[config.mk]
export PLATFORM = sky130hd
export DESIGN_NAME = neuron_mac_accel_flat
export DESIGN_NICKNAME = d
export VERILOG_FILES = /design/src/rtl/neuron_mac_accel_pkg.sv /design/src/rtl/neuron_mac_accel_if.sv /design/src/rtl/neuron_pair_fifo.sv /design/src/rtl/neuron_mac_accel.sv /design/src/flat_wrapper.sv
export SDC_FILE = /design/constraint.sdc
export NUM_CORES = 2
export LEC_CHECK = 0
export BUFFER_PORTS_ARGS = -buffer_cell sky130_fd_sc_hd__buf_2
export CAP_MARGIN = 20
export CORE_UTILIZATION = 40
export DETAILED_ROUTE_END_ITERATION = 6
export PLACE_DENSITY = 0.63
export SYNTH_ARGS = -nofsm -noshare
export SYNTH_HDL_FRONTEND = slang
export SYNTH_HIERARCHICAL = 1
export SYNTH_SLANG_ARGS = --single-unit
[constraint.sdc]
create_clock -name clk -period 19.7 [get_ports clk]
set_clock_uncertainty 0.1 [all_clocks]
set_input_delay 2.955 -clock clk [delete_from_list [all_inputs] [get_ports clk]]
set_output_delay 2.955 -clock clk [all_outputs]
set_load 0.05 [all_outputs]
[src/rtl/neuron_mac_accel_pkg.sv]
// Shared constants for the neuron MAC accelerator.
// Holds the default widths, the register word addresses, the CTRL/STATUS bit
// positions and the FSM state encoding.
package neuron_accel_pkg;

    localparam int DEF_DEPTH     = 64;
    localparam int DEF_DATA_W    = 16;
    localparam int DEF_FRAC_BITS = 8;
    localparam int DEF_ACC_W     = 40;

    localparam logic [2:0] ADDR_CTRL   = 3'd0;
    localparam logic [2:0] ADDR_STATUS = 3'd1;
    localparam logic [2:0] ADDR_PAIR   = 3'd2;
    localparam logic [2:0] ADDR_BIAS   = 3'd3;
    localparam logic [2:0] ADDR_RESULT = 3'd4;
    localparam logic [2:0] ADDR_COUNT  = 3'd5;

    localparam int CTRL_START = 0;
    localparam int CTRL_CLEAR = 1;
    localparam int CTRL_RELU  = 2;
    localparam int CTRL_IRQ   = 3;

    localparam int STAT_BUSY = 0;
    localparam int STAT_DONE = 1;
    localparam int STAT_OVF  = 2;
    localparam int STAT_SAT  = 3;

    typedef logic [1:0] state_t;
    localparam state_t ST_IDLE  = 2'd0;
    localparam state_t ST_RUN   = 2'd1;
    localparam state_t ST_DRAIN = 2'd2;
    localparam state_t ST_FINAL = 2'd3;

endpackage

[src/rtl/neuron_mac_accel_if.sv]
// Avalon-MM slave bus between the Nios CPU and the accelerator.
// master: drives address/write/writedata/read, receives readdata.
// slave : the accelerator side.
interface neuron_mac_accel_if;
    logic [2:0]  address;
    logic        write;
    logic [31:0] writedata;
    logic        read;
    logic [31:0] readdata;

    modport master (output address, output write, output writedata, output read,
                    input readdata);
    modport slave  (input address, input write, input writedata, input read,
                    output readdata);
endinterface

[src/rtl/neuron_pair_fifo.sv]
// Show-ahead FIFO holding {weight, input} pairs.
// Ports: clk/reset (async, active-high), flush (sync empty), push/wr_data,
// pop (rd_data is the head entry, valid whenever !empty), full, empty, count.
// Push when full and pop when empty are ignored.
module neuron_pair_fifo #(
    parameter int WIDTH = 32,
    parameter int DEPTH = 64
) (
    input  logic                   clk,
    input  logic                   reset,
    input  logic                   flush,
    input  logic                   push,
    input  logic [WIDTH-1:0]       wr_data,
    input  logic                   pop,
    output logic [WIDTH-1:0]       rd_data,
    output logic                   full,
    output logic                   empty,
    output logic [$clog2(DEPTH):0] count
);
    localparam int AW = $clog2(DEPTH);
    localparam int CW = AW + 1;

    logic [WIDTH-1:0] mem [DEPTH];
    logic [AW-1:0]    wr_ptr, rd_ptr;
    logic             do_push, do_pop;

    assign full    = (count == CW'(DEPTH));
    assign empty   = (count == '0);
    assign do_push = push & ~full;
    assign do_pop  = pop & ~empty;
    assign rd_data = mem[rd_ptr];

    always_ff @(posedge clk) begin
        if (do_push) mem[wr_ptr] <= wr_data;
    end

    // DEPTH is a power of two, so the pointers wrap naturally.
    always_ff @(posedge clk or posedge reset) begin
        if (reset) begin
            wr_ptr <= '0;
            rd_ptr <= '0;
            count  <= '0;
        end else if (flush) begin
            wr_ptr <= '0;
            rd_ptr <= '0;
            count  <= '0;
        end else begin
            if (do_push) wr_ptr <= wr_ptr + AW'(1);
            if (do_pop)  rd_ptr <= rd_ptr + AW'(1);
            count <= count + CW'(do_push) - CW'(do_pop);
        end
    end
endmodule

[src/rtl/neuron_mac_accel.sv]
// Neuron MAC accelerator: Avalon-MM slave that multiply-accumulates queued
// (weight, input) pairs, adds a bias, saturates, optionally applies ReLU.
// Ports: clk, reset (async, active-high), avs (Avalon slave, read latency 1),
// irq (level, done & irq_en).
//
// state    | meaning
// ---------+------------------------------------------------------------
// ST_IDLE  | waiting for start; registers and FIFO accessible
// ST_RUN   | popping one pair per cycle into the 2-stage MAC pipeline
// ST_DRAIN | FIFO empty, two cycles to flush product and accumulate stages
// ST_FINAL | add bias, shift, saturate, ReLU, load RESULT, set done
module neuron_mac_accel
    import neuron_accel_pkg::*;
#(
    parameter int DEPTH     = DEF_DEPTH,
    parameter int DATA_W    = DEF_DATA_W,
    parameter int FRAC_BITS = DEF_FRAC_BITS,
    parameter int ACC_W     = DEF_ACC_W
) (
    input  logic              clk,
    input  logic              reset,
    neuron_mac_accel_if.slave avs,
    output logic              irq
);
    localparam int CW = $clog2(DEPTH) + 1;
    localparam int PW = 2 * DATA_W;
    localparam logic signed [ACC_W-1:0] R_MAX = {{(ACC_W-DATA_W+1){1'b0}}, {(DATA_W-1){1'b1}}};
    localparam logic signed [ACC_W-1:0] R_MIN = {{(ACC_W-DATA_W+1){1'b1}}, {(DATA_W-1){1'b0}}};

    state_t                   state;
    logic                     drain_cnt;
    logic                     relu_en, irq_en, done, ovf, sat;
    logic signed [DATA_W-1:0] bias, result, r_sat;
    logic signed [PW-1:0]     prod;
    logic                     valid1, clip;
    logic signed [ACC_W-1:0]  acc, prod_ext, bias_ext, sum, r_shift;

    logic [PW-1:0]            fifo_rd;
    logic                     fifo_full, fifo_empty;
    logic [CW-1:0]            fifo_count;

    logic wr_ctrl, wr_status, wr_pair, wr_bias;
    logic clear_req, start_go, busy, push, pop;
    logic [31:0] rd_mux;

    assign busy      = (state != ST_IDLE);
    assign wr_ctrl   = avs.write && (avs.address == ADDR_CTRL);
    assign wr_status = avs.write && (avs.address == ADDR_STATUS);
    assign wr_pair   = avs.write && (avs.address == ADDR_PAIR);
    assign wr_bias   = avs.write && (avs.address == ADDR_BIAS);
    // clear has priority over a start carried in the same CTRL write
    assign clear_req = wr_ctrl & avs.writedata[CTRL_CLEAR];
    assign start_go  = wr_ctrl & avs.writedata[CTRL_START] & ~busy & ~clear_req;
    assign push      = wr_pair & ~fifo_full & ~busy;
    assign pop       = (state == ST_RUN) & ~fifo_empty;
    assign irq       = done & irq_en;

    neuron_pair_fifo #(.WIDTH(PW), .DEPTH(DEPTH)) u_fifo (
        .clk     (clk),
        .reset   (reset),
        .flush   (clear_req),
        .push    (push),
        .wr_data ({avs.writedata[16 +: DATA_W], avs.writedata[0 +: DATA_W]}),
        .pop     (pop),
        .rd_data (fifo_rd),
        .full    (fifo_full),
        .empty   (fifo_empty),
        .count   (fifo_count)
    );

    // Stage 1: product of the popped pair. Stage 2: accumulate, wrapping.
    assign prod_ext = ACC_W'(prod);
    always_ff @(posedge clk or posedge reset) begin
        if (reset) begin
            valid1 <= 1'b0;
            prod   <= '0;
            acc    <= '0;
        end else begin
            valid1 <= pop & ~clear_req;
            if (pop)
                prod <= PW'($signed(fifo_rd[PW-1:DATA_W])) * PW'($signed(fifo_rd[DATA_W-1:0]));
            if (start_go)    acc <= '0;
            else if (valid1) acc <= acc + prod_ext;
        end
    end

    // Bias is aligned to the product's 2*FRAC_BITS scale before the add.
    assign bias_ext = ACC_W'(bias);
    assign sum      = acc + (bias_ext <<< FRAC_BITS);
    assign r_shift  = sum >>> FRAC_BITS;

    always_comb begin
        clip  = 1'b0;
        r_sat = r_shift[DATA_W-1:0];
        if (r_shift > R_MAX) begin
            r_sat = R_MAX[DATA_W-1:0];
            clip  = 1'b1;
        end else if (r_shift < R_MIN) begin
            r_sat = R_MIN[DATA_W-1:0];
            clip  = 1'b1;
        end
        if (relu_en && r_sat[DATA_W-1]) r_sat = '0;
    end

    always_ff @(posedge clk or posedge reset) begin
        if (reset) begin
            state     <= ST_IDLE;
            drain_cnt <= 1'b0;
            relu_en   <= 1'b0;
            irq_en    <= 1'b0;
            done      <= 1'b0;
            ovf       <= 1'b0;
            sat       <= 1'b0;
            bias      <= '0;
            result    <= '0;
        end else begin
            if (wr_ctrl) begin
                relu_en <= avs.writedata[CTRL_RELU];
                irq_en  <= avs.writedata[CTRL_IRQ];
            end
            if (wr_bias) bias <= avs.writedata[DATA_W-1:0];
            if (wr_status) begin
                if (avs.writedata[STAT_DONE]) done <= 1'b0;
                if (avs.writedata[STAT_OVF])  ovf  <= 1'b0;
                if (avs.writedata[STAT_SAT])  sat  <= 1'b0;
            end
            if (wr_pair & (fifo_full | busy)) ovf <= 1'b1;

            if (clear_req) begin
                state <= ST_IDLE;
                done  <= 1'b0;
                ovf   <= 1'b0;
                sat   <= 1'b0;
            end else begin
                case (state)
                    ST_IDLE: if (start_go) begin
                        state <= ST_RUN;
                        done  <= 1'b0;
                        sat   <= 1'b0;
                    end
                    ST_RUN: if (fifo_empty) begin
                        state     <= ST_DRAIN;
                        drain_cnt <= 1'b1;
                    end
                    ST_DRAIN: begin
                        if (drain_cnt == 1'b0) state <= ST_FINAL;
                        else                   drain_cnt <= drain_cnt - 1'b1;
                    end
                    ST_FINAL: begin
                        state  <= ST_IDLE;
                        result <= r_sat;
                        done   <= 1'b1;
                        if (clip) sat <= 1'b1;
                    end
                    default: state <= ST_IDLE;
                endcase
            end
        end
    end

    always_comb begin
        rd_mux = '0;
        case (avs.address)
            ADDR_CTRL: begin
                rd_mux[CTRL_RELU] = relu_en;
                rd_mux[CTRL_IRQ]  = irq_en;
            end
            ADDR_STATUS: begin
                rd_mux[STAT_BUSY] = busy;
                rd_mux[STAT_DONE] = done;
                rd_mux[STAT_OVF]  = ovf;
                rd_mux[STAT_SAT]  = sat;
            end
            ADDR_BIAS:   rd_mux = {{(32-DATA_W){1'b0}}, bias};
            ADDR_RESULT: rd_mux = 32'(result);
            ADDR_COUNT:  rd_mux = 32'(fifo_count);
            default:     rd_mux = '0;
        endcase
    end

    always_ff @(posedge clk or posedge reset) begin
        if (reset)         avs.readdata <= '0;
        else if (avs.read) avs.readdata <= rd_mux;
    end
endmodule
[src/flat_wrapper.sv]
// flat-port wrapper written by rule: the top's interface ports become plain ports
module neuron_mac_accel_flat import neuron_accel_pkg::*;
#(
    parameter int DEPTH     = DEF_DEPTH,
    parameter int DATA_W    = DEF_DATA_W,
    parameter int FRAC_BITS = DEF_FRAC_BITS,
    parameter int ACC_W     = DEF_ACC_W
)
  (clk, reset, irq, avs_address, avs_write, avs_writedata, avs_read, avs_readdata);
  neuron_mac_accel_if avs_i ();
  input  logic clk;
  input  logic reset;
  output logic irq;
  input wire logic [$bits(avs_i.address)-1:0] avs_address;
  input wire logic [$bits(avs_i.write)-1:0] avs_write;
  input wire logic [$bits(avs_i.writedata)-1:0] avs_writedata;
  input wire logic [$bits(avs_i.read)-1:0] avs_read;
  output wire logic [$bits(avs_i.readdata)-1:0] avs_readdata;
  assign avs_i.address = avs_address;
  assign avs_i.write = avs_write;
  assign avs_i.writedata = avs_writedata;
  assign avs_i.read = avs_read;
  assign avs_readdata = avs_i.readdata;
  neuron_mac_accel #(.DEPTH(DEPTH), .DATA_W(DATA_W), .FRAC_BITS(FRAC_BITS), .ACC_W(ACC_W)) u_core (.clk(clk), .reset(reset), .avs(avs_i), .irq(irq));
endmodule
==> reports/metrics.yaml <==
yosysWarnings: 6
crit_start: "u_core/u_fifo/rd_ptr[0]"
endpoint_kind: "flip-flop"
place.port_buffers: 71
fin_crit_sh_pct: 60.6
first_global_vias: 54674
worstSetupPathType: "reg -> reg"
insertion_delay_ns: 0.86
num_vias: 53872
synth.cell_area_um2: 98300
slowest_delay_ns: 0.79
synthCells: 5728
ios: 72
cts_resized: 0
path_common_cell: "fa_1"
hp-class: "reg -> reg"
slowest_stage: "dfrtp_4"
ys_top_cells_by_area: "edfxtp_1 63%, mux4_2 9.6%, fa_1 5.4%"
synth-seq-cells: 2197
setup_tns_ns: 0
maxSlewViolCount: 0
n_fill_cell: 20832
cts_made_buffers: 219
fmax_mhz: 83.8
clk_path_buf_depth: 3
place_hpwl_um: 154000
yosys.area.top_type: "edfxtp_1"
syn_to_final_growth_pct: 12.1
r2r_start: "u_core/u_fifo/rd_ptr[0]"
firstDrtPassIters: 6
layout_commonest_cell: "edfxtp_1"
rows: 181
initial_core_util_pct: 40.3
tightest_slew_ns: 1.11
clock_sinks: 2197
fp.dieH_um: 498
cts_setup_buffers: 0
synth-edff-count: 2048
worstPathRequired_ns: 20.31
layout_common_cells: "2048 x edfxtp_1, 420 x mux4_2, 360 x inv_1"
overflow: 0
layout-drive-gt1-share_pct: 18.0
antenna_found_initial: 21
fin_nets: 6361
crit_fanout: 42
start_kind: "flip-flop"
maxCapViolCount: 0
r2r_slack_ns: 7.76
finalCriticalPeriod_ns: 11.94
synth_top_area_share_pct: 62.6
cts_tree: "done"
routedWlPerCell_um: 28.3
syn_nets: 6199
seqCellArea_um2: 65200
hold_buffers: 0
violations: "antenna violations"
status: "finished, violations left"
multi_input_area_um2: 30500
synthDistinctLibCells: 93
drt_iter0_drc: 6019
cts_max_level: 4
grt_setup_unrepaired: "false"
yosysSeqAreaShare_pct: 66.4
grt_pass1_wl_um: 381000
synth.avg_cell_area_um2: 17.2
grt_max_degree: 117
ant_nets: 1
viasPerCell: 5.80
chipWidth_um: 498
die_area_um2: 248000
cts-root-buf: "clkbuf_16"
grtUsageTotal_pct: 21.1
clkTransAtPathRegs_ns: 0.06
cp_data_arrival_time_ns: 12.55
gp_congestion: 0.842
drc_errors: 0
setup_violations: 0
hp-start: "u_core/result[11]"
coreArea_um2: 244000
slew_headroom_pct: 25.9
synth_ff_type: "edfxtp_1"
synth-async-reset-ratio_pct: 6.78
hold_violations: 0
totalWireLength_um: 263000
-- layout make-up --
| cell class | count | share of cell area (%) |
|---|---|---|
| flip-flops and latches | 2197 | 59.2 |
| repair buffers | 242 | 1.67 |
| diodes | 12 | 0.0273 |
| multi-input cells | 2867 | 27.6 |
| clock buffers | 265 | 5.17 |
| clock inverters | 143 | 1.40 |
| well taps | 3202 | 3.64 |
| inverters | 363 | 1.24 |
-- synth_stat cells (7+ instances only) --
master,number
a2111oi_0,29
a211o_1,7
a211oi_1,39
a21o_1,47
a21oi_1,204
a221oi_1,8
a22o_1,39
a22oi_1,78
a31oi_1,17
and2_1,137
and3_1,20
buf_1,11
buf_2,67
buf_4,39
buf_6,45
clkbuf_1,132
dfrtp_1,149
edfxtp_1,2048
fa_1,265
ha_1,167
inv_1,362
mux2_2,20
mux2i_1,253
mux4_2,420
nand2_1,271
nand2b_1,26
nand3_1,38
nand4_1,10
nor2_1,233
nor2b_1,34
nor3_1,28
o21a_1,11
o21ai_0,100
o21ai_1,21
o21bai_1,12
o221ai_1,58
o22ai_1,58
xnor2_1,71
xor2_1,37
-- path summary, 6_finish.rpt --
path	endpoint	depth (start not counted)
setup / recovery	u_core/prod[31]	32
hold / removal	u_core/result[11]	2
setup reg to reg	u_core/prod[31]	32
hold reg to reg	u_core/result[11]	2
max in group asynchronous	u_core/result[0]	3
min in group asynchronous	u_core/u_fifo/count[5]	3
-- state kept, by name (all words and copies together), names as in the netlist, 2 cells and up --
| name | cells |
|---|---|
| u_core/u_fifo/count | 7 |
| u_core/result | 16 |
| u_core/prod | 32 |
| u_core/state | 2 |
| u_core/u_fifo/wr_ptr | 6 |
| u_core/bias | 16 |
| u_core/u_fifo/rd_ptr | 6 |
| u_core/avs.readdata | 17 |
| u_core/acc | 40 |
| u_core/u_fifo/mem | 2048 |
-- kinds of logic after synthesis --
kind of cell / synth area share (%)
simple gates: 4.09
compound gates: 5.44
mux: 12.4
xor+xnor: 0.962
fa+ha+maj: 7.52
flops: 66.4
buf+inv: 3.20
-- per-stage QoR --
stage	instance area [um^2]	hold WS (ns)	cells	setup WS (ns)	utilization [%]
5_1_grt	110000	0.413	9280	7.02	45.2
3_3_place_gp	103000	0.365	8858	7.67	42.1
4_1_cts	110000	0.385	9267	7.63	45.1
6_report	110000	0.385	9291	7.76	45.2
3_5_place_dp	103000	0.372	8859	7.67	42.1
2_1_floorplan	98300	0.345	5728	11.32	-
-- critical path: cells and delay by family, from the launching register on --
family | cells | cell delay (ns)
and+or+nand+nor | 2 | 0.83
muxes | 1 | 0.61
DFF | 1 | 0.79
buffers and inverters | 8 | 2.79
xor gates and xnor gates | 1 | 0.13
AOI/OAI and AO/OA | 13 | 3.03
adders and majority gates | 7 | 3.34
-- metal layers --
metal | GRT usage [%] | part of all wire [%] | vias to the layer above
li1 | - | - | 22477
met1 | 28.5 | 40 | 28507
met2 | 34.6 | 48 | 2451
met3 | 3.64 | 8.9 | 427
met4 | 6.85 | 3.2 | 10
met5 | 0 | 0.027 | -
Power is not shown: default switching activity piles up to over one toggle a cycle in this logic, so the estimate is an artifact.
